<file path="src/rtl/cnn_addr_pkg.sv">
// cnn_addr_pkg: shared mode encodings, default geometry and sequencer states
package cnn_addr_pkg;
  localparam logic MODE_BLK = 1'b0;
  localparam logic MODE_COL = 1'b1;
  localparam int ROW_W_DEF = 30;
  localparam int BLK_DEPTH_DEF = 480;
  typedef enum logic [1:0] {IDLE, DIV, STREAM, DONE} state_e;
endpackage

</file>
<file path="src/rtl/bram_addr_seq_if.sv">
// bram_addr_seq_if: valid/ready beat stream carrying one bank/address pair per beat
interface bram_addr_seq_if #(
  parameter int ADDR_W = 15,
  parameter int BANK_W = 6,
  parameter int BADDR_W = 11
);
  logic               out_valid;
  logic               out_ready;
  logic [BANK_W-1:0]  out_bramnum;
  logic [BADDR_W-1:0] out_bramaddr;
  logic [ADDR_W-1:0]  out_dataaddr;
  logic               out_last;
  logic               out_oob;
  modport master (output out_valid, out_bramnum, out_bramaddr, out_dataaddr, out_last, out_oob, input out_ready);
  modport slave (input out_valid, out_bramnum, out_bramaddr, out_dataaddr, out_last, out_oob, output out_ready);
endinterface

</file>
<file path="src/rtl/addr_div_iter.sv">
// addr_div_iter: restoring divider, one quotient bit per cycle, first bit taken on the start cycle
module addr_div_iter #(
  parameter int W = 15,
  parameter int RW = 9
) (
  input  logic          clk,
  input  logic          rst,
  input  logic          start,
  input  logic [W-1:0]  dividend,
  input  logic [RW-1:0] divisor,
  output logic          done,
  output logic [W-1:0]  quo,
  output logic [RW-1:0] rem
);
  localparam int CW = $clog2(W);
  logic [W-1:0]  quo_q, quo_d, src_quo;
  logic [RW-1:0] rem_q, rem_d, dvs_q, dvs_d, src_rem, src_d;
  logic [RW:0]   trial;
  logic [CW-1:0] cnt_q, cnt_d;
  logic          run_q, run_d, ge, adv;
  assign done = run_q && cnt_q == '0;
  assign quo = quo_q;
  assign rem = rem_q;
  // one shift-subtract step per cycle, seeded from the operands on start
  always_comb begin
    src_rem = start ? '0 : rem_q;
    src_quo = start ? dividend : quo_q;
    src_d = start ? divisor : dvs_q;
    trial = {src_rem, src_quo[W-1]};
    ge = trial >= {1'b0, src_d};
    adv = start || (run_q && cnt_q != '0);
    quo_d = adv ? {src_quo[W-2:0], ge} : quo_q;
    rem_d = adv ? (ge ? RW'(trial - {1'b0, src_d}) : RW'(trial)) : rem_q;
    dvs_d = src_d;
    cnt_d = start ? CW'(W - 1) : (adv ? cnt_q - 1'b1 : cnt_q);
    run_d = start || (run_q && !done);
  end
  // divider state registers
  always_ff @(posedge clk) begin
    if (rst) begin
      quo_q <= '0;
      rem_q <= '0;
      dvs_q <= '0;
      cnt_q <= '0;
      run_q <= 1'b0;
    end else begin
      quo_q <= quo_d;
      rem_q <= rem_d;
      dvs_q <= dvs_d;
      cnt_q <= cnt_d;
      run_q <= run_d;
    end
  end
endmodule

</file>
<file path="src/rtl/bram_addr_seq.sv">
// bram_addr_seq: streams banked BRAM (bank, offset) pairs for a run of linear data addresses
module bram_addr_seq
  import cnn_addr_pkg::*;
#(
  parameter int ADDR_W = 15,
  parameter int BANK_W = 6,
  parameter int BADDR_W = 11,
  parameter int ROW_W = ROW_W_DEF,
  parameter int BLK_DEPTH = BLK_DEPTH_DEF,
  parameter int NUM_BANKS = 64
) (
  input  logic              clk,
  input  logic              rst,
  input  logic              start,
  input  logic [ADDR_W-1:0] start_addr,
  input  logic [ADDR_W:0]   count,
  input  logic              mode,
  output logic              busy,
  output logic              done,
  bram_addr_seq_if.master   o
);
  localparam int RW = $clog2(ROW_W > BLK_DEPTH ? ROW_W : BLK_DEPTH);
  state_e state_q, state_d;
  logic mode_q, mode_d, last_q, last_d, oob_q, oob_d, hs, wrap;
  logic div_start, div_done;
  logic [ADDR_W-1:0] q_q, q_d, addr_q, addr_d, div_q, bank_f, baddr_f;
  logic [RW-1:0] r_q, r_d, div_r, dmax;
  logic [ADDR_W:0] rem_q, rem_d;
  logic [BANK_W-1:0] num_q, num_d;
  logic [BADDR_W-1:0] baddr_q, baddr_d;
  assign div_start = state_q == IDLE && start && count != '0;
  assign dmax = RW'((mode_q == MODE_COL ? ROW_W : BLK_DEPTH) - 1);
  assign busy = state_q != IDLE;
  assign done = state_q == DONE;
  assign o.out_valid = state_q == STREAM;
  assign o.out_bramnum = num_q;
  assign o.out_bramaddr = baddr_q;
  assign o.out_dataaddr = addr_q;
  assign o.out_last = last_q;
  assign o.out_oob = oob_q;
  addr_div_iter #(.W(ADDR_W), .RW(RW)) u_div (
    .clk(clk),
    .rst(rst),
    .start(div_start),
    .dividend(start_addr),
    .divisor(RW'(mode == MODE_COL ? ROW_W : BLK_DEPTH)),
    .done(div_done),
    .quo(div_q),
    .rem(div_r)
  );
  // sequencer: capture request, wait for divider, then step bank/offset per accepted beat
  always_comb begin
    state_d = state_q;
    mode_d = mode_q;
    q_d = q_q;
    r_d = r_q;
    addr_d = addr_q;
    rem_d = rem_q;
    hs = state_q == STREAM && o.out_ready;
    wrap = &addr_q;
    if (state_q == IDLE && start) begin
      mode_d = mode;
      addr_d = start_addr;
      rem_d = count;
      state_d = count == '0 ? DONE : DIV;
    end
    if (state_q == DIV && div_done) begin
      q_d = div_q;
      r_d = div_r;
      state_d = STREAM;
    end
    if (hs) begin
      state_d = last_q ? DONE : STREAM;
      if (!last_q) begin
        addr_d = addr_q + 1'b1;
        rem_d = rem_q - 1'b1;
        q_d = wrap ? '0 : (r_q == dmax ? q_q + 1'b1 : q_q);
        r_d = wrap || r_q == dmax ? '0 : r_q + 1'b1;
      end
    end
    if (state_q == DONE) state_d = IDLE;
    bank_f = mode_d == MODE_COL ? ADDR_W'(r_d) : q_d;
    baddr_f = mode_d == MODE_COL ? q_d : ADDR_W'(r_d);
    num_d = bank_f[BANK_W-1:0];
    baddr_d = baddr_f[BADDR_W-1:0];
    oob_d = bank_f >= ADDR_W'(NUM_BANKS) || (baddr_f >> BADDR_W) != '0;
    last_d = rem_d == (ADDR_W+1)'(1);
  end
  // state and registered beat outputs
  always_ff @(posedge clk) begin
    if (rst) begin
      state_q <= IDLE;
      mode_q <= 1'b0;
      q_q <= '0;
      r_q <= '0;
      addr_q <= '0;
      rem_q <= '0;
      num_q <= '0;
      baddr_q <= '0;
      last_q <= 1'b0;
      oob_q <= 1'b0;
    end else begin
      state_q <= state_d;
      mode_q <= mode_d;
      q_q <= q_d;
      r_q <= r_d;
      addr_q <= addr_d;
      rem_q <= rem_d;
      num_q <= num_d;
      baddr_q <= baddr_d;
      last_q <= last_d;
      oob_q <= oob_d;
    end
  end
endmodule

</file>
<file path="src/flat_wrapper.sv">
// flat-port wrapper written by rule: the top's interface ports become plain ports
module bram_addr_seq_flat import cnn_addr_pkg::*;
#(
  parameter int ADDR_W = 15,
  parameter int BANK_W = 6,
  parameter int BADDR_W = 11,
  parameter int ROW_W = ROW_W_DEF,
  parameter int BLK_DEPTH = BLK_DEPTH_DEF,
  parameter int NUM_BANKS = 64
)
  (clk, rst, start, start_addr, count, mode, busy, done, o_out_valid, o_out_bramnum, o_out_bramaddr, o_out_dataaddr, o_out_last, o_out_oob, o_out_ready);
  bram_addr_seq_if #(.ADDR_W(ADDR_W), .BANK_W(BANK_W), .BADDR_W(BADDR_W)) o_i ();
  input  logic clk;
  input  logic rst;
  input  logic start;
  input  logic [ADDR_W-1:0] start_addr;
  input  logic [ADDR_W:0] count;
  input  logic mode;
  output logic busy;
  output logic done;
  output wire logic [$bits(o_i.out_valid)-1:0] o_out_valid;
  output wire logic [$bits(o_i.out_bramnum)-1:0] o_out_bramnum;
  output wire logic [$bits(o_i.out_bramaddr)-1:0] o_out_bramaddr;
  output wire logic [$bits(o_i.out_dataaddr)-1:0] o_out_dataaddr;
  output wire logic [$bits(o_i.out_last)-1:0] o_out_last;
  output wire logic [$bits(o_i.out_oob)-1:0] o_out_oob;
  input wire logic [$bits(o_i.out_ready)-1:0] o_out_ready;
  assign o_out_valid = o_i.out_valid;
  assign o_out_bramnum = o_i.out_bramnum;
  assign o_out_bramaddr = o_i.out_bramaddr;
  assign o_out_dataaddr = o_i.out_dataaddr;
  assign o_out_last = o_i.out_last;
  assign o_out_oob = o_i.out_oob;
  assign o_i.out_ready = o_out_ready;
  bram_addr_seq #(.ADDR_W(ADDR_W), .BANK_W(BANK_W), .BADDR_W(BADDR_W), .ROW_W(ROW_W), .BLK_DEPTH(BLK_DEPTH), .NUM_BANKS(NUM_BANKS)) u_core (.clk(clk), .rst(rst), .start(start), .start_addr(start_addr), .count(count), .mode(mode), .busy(busy), .done(done), .o(o_i));
endmodule
</file>
<file path="config.mk">
export PLATFORM = sky130hd
export DESIGN_NAME = bram_addr_seq_flat
export DESIGN_NICKNAME = d
export VERILOG_FILES = /design/src/rtl/cnn_addr_pkg.sv /design/src/rtl/bram_addr_seq_if.sv /design/src/rtl/addr_div_iter.sv /design/src/rtl/bram_addr_seq.sv /design/src/flat_wrapper.sv
export SDC_FILE = /design/constraint.sdc
export NUM_CORES = 1
export LEC_CHECK = 0
export CORE_MARGIN = 1.5
export CORE_UTILIZATION = 47
export DETAILED_ROUTE_END_ITERATION = 16
export GPL_TIMING_DRIVEN = 0
export PLACE_DENSITY = 0.67
export SYNTH_ARGS = -nofsm -noshare
export SYNTH_HDL_FRONTEND = slang
export SYNTH_SLANG_ARGS = --single-unit
</file>
<file path="constraint.sdc">
create_clock -name clk -period 8.58 [get_ports clk]
set_input_delay 1.716 -clock clk [delete_from_list [all_inputs] [get_ports clk]]
set_output_delay 1.716 -clock clk [all_outputs]
set_load 0.01 [all_outputs]
</file>
==> key figures <==
Run status
  • Status: finished, final reports clean

Global routing
  • First-pass GRT wire length: 30500 microns
  • GRT Total Usage: 29.2%
  • Vias in the first global route: 5993
  • Global route total overflow: 0
  • Largest net degree at the start of global routing: 17
  • Initial antenna violation count: 0

Final layout
  • Most common cell after layout, fill and taps aside: nor2_1
  • Layout cells sized above 1: 5.66%
  • Area Overhead vs Synth: 24.7%
  • Post-route cell area: 7660 sq um
  • Register Area: 2300 sq um
  • Fin nets: 904
  • Fin util: 60.4%
  • Multi-input gate area: 3590 sq um
  • Most frequent cells in the layout: 144 x nor2_1, 115 x dfxtp_1, 72 x clkdlybuf4s50_1, 51 x nand2_1
  • FILL cells: 1151
  • Diode count: 0

STA
  • Final period demand of the worst path: 6.28 ns
  • RSZ-0062 raised after global routing: no
  • Fmax: 159 MHz
  • Final hold viol count: 0
  • Final period util: 73.2%
  • Worst slew pin tran: 0.962 ns
  • Worst relative slew slack: 35.7%
  • Worst Hold Slack: 0.486 ns
  • Fin Setup TNS: 0 ns
  • Skew final: 0.00639 ns
  • Final setup violation count: 0
  • Fin. max-slew vios: 0

Setup path
  • Critical-path cell list: clkdlybuf4s50_1, nor4_1, nand4_1, nand2_1, clkbuf_1, nor2_1, a21oi_1, ha_1, a21o_1, a21oi_1, o21ai_0, o311a_1, a2111oi_2, buf_2, nor2_1, a211oi_1, nor3_1
  • CP max FO: 10
  • CP endpoint kind: flip-flop
  • CP delay by family, top: compound AO/OA/AOI/OAI gates
  • Worst path arrival time: 6.54 ns
  • CP Class: input port to flip-flop
  • FF-to-FF path depth: 16
  • Buffers & Inverters on Critical Path: 3
  • Worst EP required: 8.84 ns
  • Worst setup SP type: input port
  • Slowest stage delay, CP: 0.68 ns
  • Crit-path slowest cell: a2111oi_2
  • Crit path depth: 17

Routing
  • Antenna Nets Post-Route: 0
  • Drt initial violations: 590
  • Routed vias: 6278
  • DRT Pass-1 Iters: 6
  • DR WL/cell: 18.6 microns
  • Total length of routed wires: 19300 microns
  • Remaining DRCs: 0
  • DR vias/cell: 6.05

Clock network
  • Setup Fix Bufs, Post-CTS: 0
  • CTS tree: built
  • Hold-fix buffers, CTS: 0
  • Clk buf depth: 2
  • CTS buffer count: 17
  • CTS-repair resized insts: 0
  • CTS root buffer: clkbuf_16
  • # H-tree levels: 4
  • CTS sink count: 115
  • Worst-path clk slew: 0.05 ns
  • Clk_lat worst skew: 0.41 ns

Hold path
  • Number of cells on the worst hold path: 2
  • Worst min path class: flip-flop to flip-flop

Synthesis
  • Post-synthesis cell type count: 70
  • Mapped Area: 6140 sq um
  • Post-synth top flop: dfxtp_1
  • Post-Synth XOR/XNOR Area: 2.71%
  • Mux cell area share after synthesis: 3.93%
  • YS warnings: 0
  • Top cells by area, synth: dfxtp_1 37%, nor2_1 8.8%, a211oi_1 5.1%
  • Post-Synth Simple-Gate Area: 26.9%
  • Post-synth EDFFs: 0
  • Synth Area in Adders: 3.18%
  • Seq cells post-synth: 115
  • Largest family of logic cells by synthesized area: simple AND/OR/NAND/NOR gates
  • Cell count after synthesis: 762
  • Mapped Avg Cell Area: 8.06 sq um
  • Top-area cell type share of the netlist area: 37.5%
  • Async SR Flop Fraction: 0%
  • Cell accounting for the most synthesized area: dfxtp_1
  • Compound-gate portion of the synthesized area: 21.8%
  • Seq/Total Area, Yosys: 37.5%
  • Syn_nets: 813

Flow run
  • Max cap viols: 0

Placement
  • Routability Congestion: 0.917
  • Placement Cell Area: 7080 sq um
  • Port Buffer Count: 72
  • Post-DP HPWL: 14100 microns

Die
  • Core Footprint: 12700 sq um
  • FP Rows: 41
  • Initial Util: 48.5%
  • Die Height: 117 microns
  • Die Wd: 117 microns
  • IO Pins: 73
  • Die ar.: 13800 sq um

Power and ir drop
  • P_leak: 2.88 nW
  • Peak supply drop: 0.000139 V
  • Pwr Density: 218 nW/um^2
  • Total power: 1.67 mW
-- logic make-up after synthesis --
group | Yosys count
simple gates | 334
compound gates | 191
flops | 115
buf+inv | 64
mux | 24
xor+xnor | 19
fa+ha+maj | 15
-- synthesized netlist by cell type (all sizes together), types with 10 or more instances --
cell	n
nand3	18
nor3	23
inv	16
buf	12
xnor2	12
and3	10
o21ai	32
dfxtp	115
and2	16
nor4	10
ha	14
a222oi	12
nand2	51
clkbuf	36
mux2i	23
a211oi	42
a21oi	42
nor2b	13
nand4	15
nor2	146
a221oi	10
-- per-stage QoR --
step	instances	worst slack [ns]
6_report	1037	2.30
3_3_place_gp	1006	2.00
5_1_grt	1037	1.92
4_1_cts	1037	2.38
2_1_floorplan	762	3.52
3_5_place_dp	1006	2.03
-- sequential cells by signal, indices dropped and copies added, names as in the netlist --
name and cells:
u_core.rem_q 16, u_core.o.out_dataaddr 15, u_core.q_q 15, u_core.u_div.quo 15, u_core.o.out_bramaddr 11, u_core.r_q 9
u_core.u_div.dvs_q 9, u_core.u_div.rem 9, u_core.o.out_bramnum 6, u_core.u_div.cnt_q 4, u_core.state_q 2, u_core.mode_q 1
u_core.o.out_last 1, u_core.o.out_oob 1, u_core.u_div.run_q 1
-- path summary, 6_finish.rpt --
path	start	endpoint	slack [ns]
worst max-delay path	count[11]	u_core.u_div.rem[1]	2.30
worst min register to register	u_core.u_div.dvs_q[8]	u_core.u_div.dvs_q[8]	0.49
worst min-delay path	u_core.u_div.dvs_q[8]	u_core.u_div.dvs_q[8]	0.49
worst max register to register	u_core.state_q[0]	u_core.u_div.rem[1]	4.03
-- per-layer routing --
layer	wire (microns)	vias to the layer above	GRT usage, %	part of all wire, %
met5	0	-	0	0
met4	386	0	10.2	2.0
met3	1460	38	7.57	7.6
met2	8790	265	46.9	46
met1	8620	2995	38.0	45
li1	-	2980	-	-
-- final cells by class --
| cell class | count | share of cell area (%) |
|---|---|---|
| buffer | 48 | 2.47 |
| clock buffer | 27 | 6.70 |
| clock inverter | 4 | 0.915 |
| inverter | 16 | 0.784 |
| multi-input combinational | 583 | 46.9 |
| sequential | 115 | 30.1 |
| tap | 172 | 2.81 |
| timing repair buffer | 72 | 9.41 |
-- tightest hold or removal path, cell delays in order (launching register included) --
cell     delay, ns
dfxtp_1       0.30
a21oi_1       0.07
nor2_1        0.08
-- report_power, final --
part | switching (mW) | internal [mW] | total [mW]
sequential | 0.0402 | 0.577 | 0.617
combinational | 0.203 | 0.156 | 0.358
clock | 0.233 | 0.463 | 0.696
No activity file was read; power rests on OpenSTA's default activity.
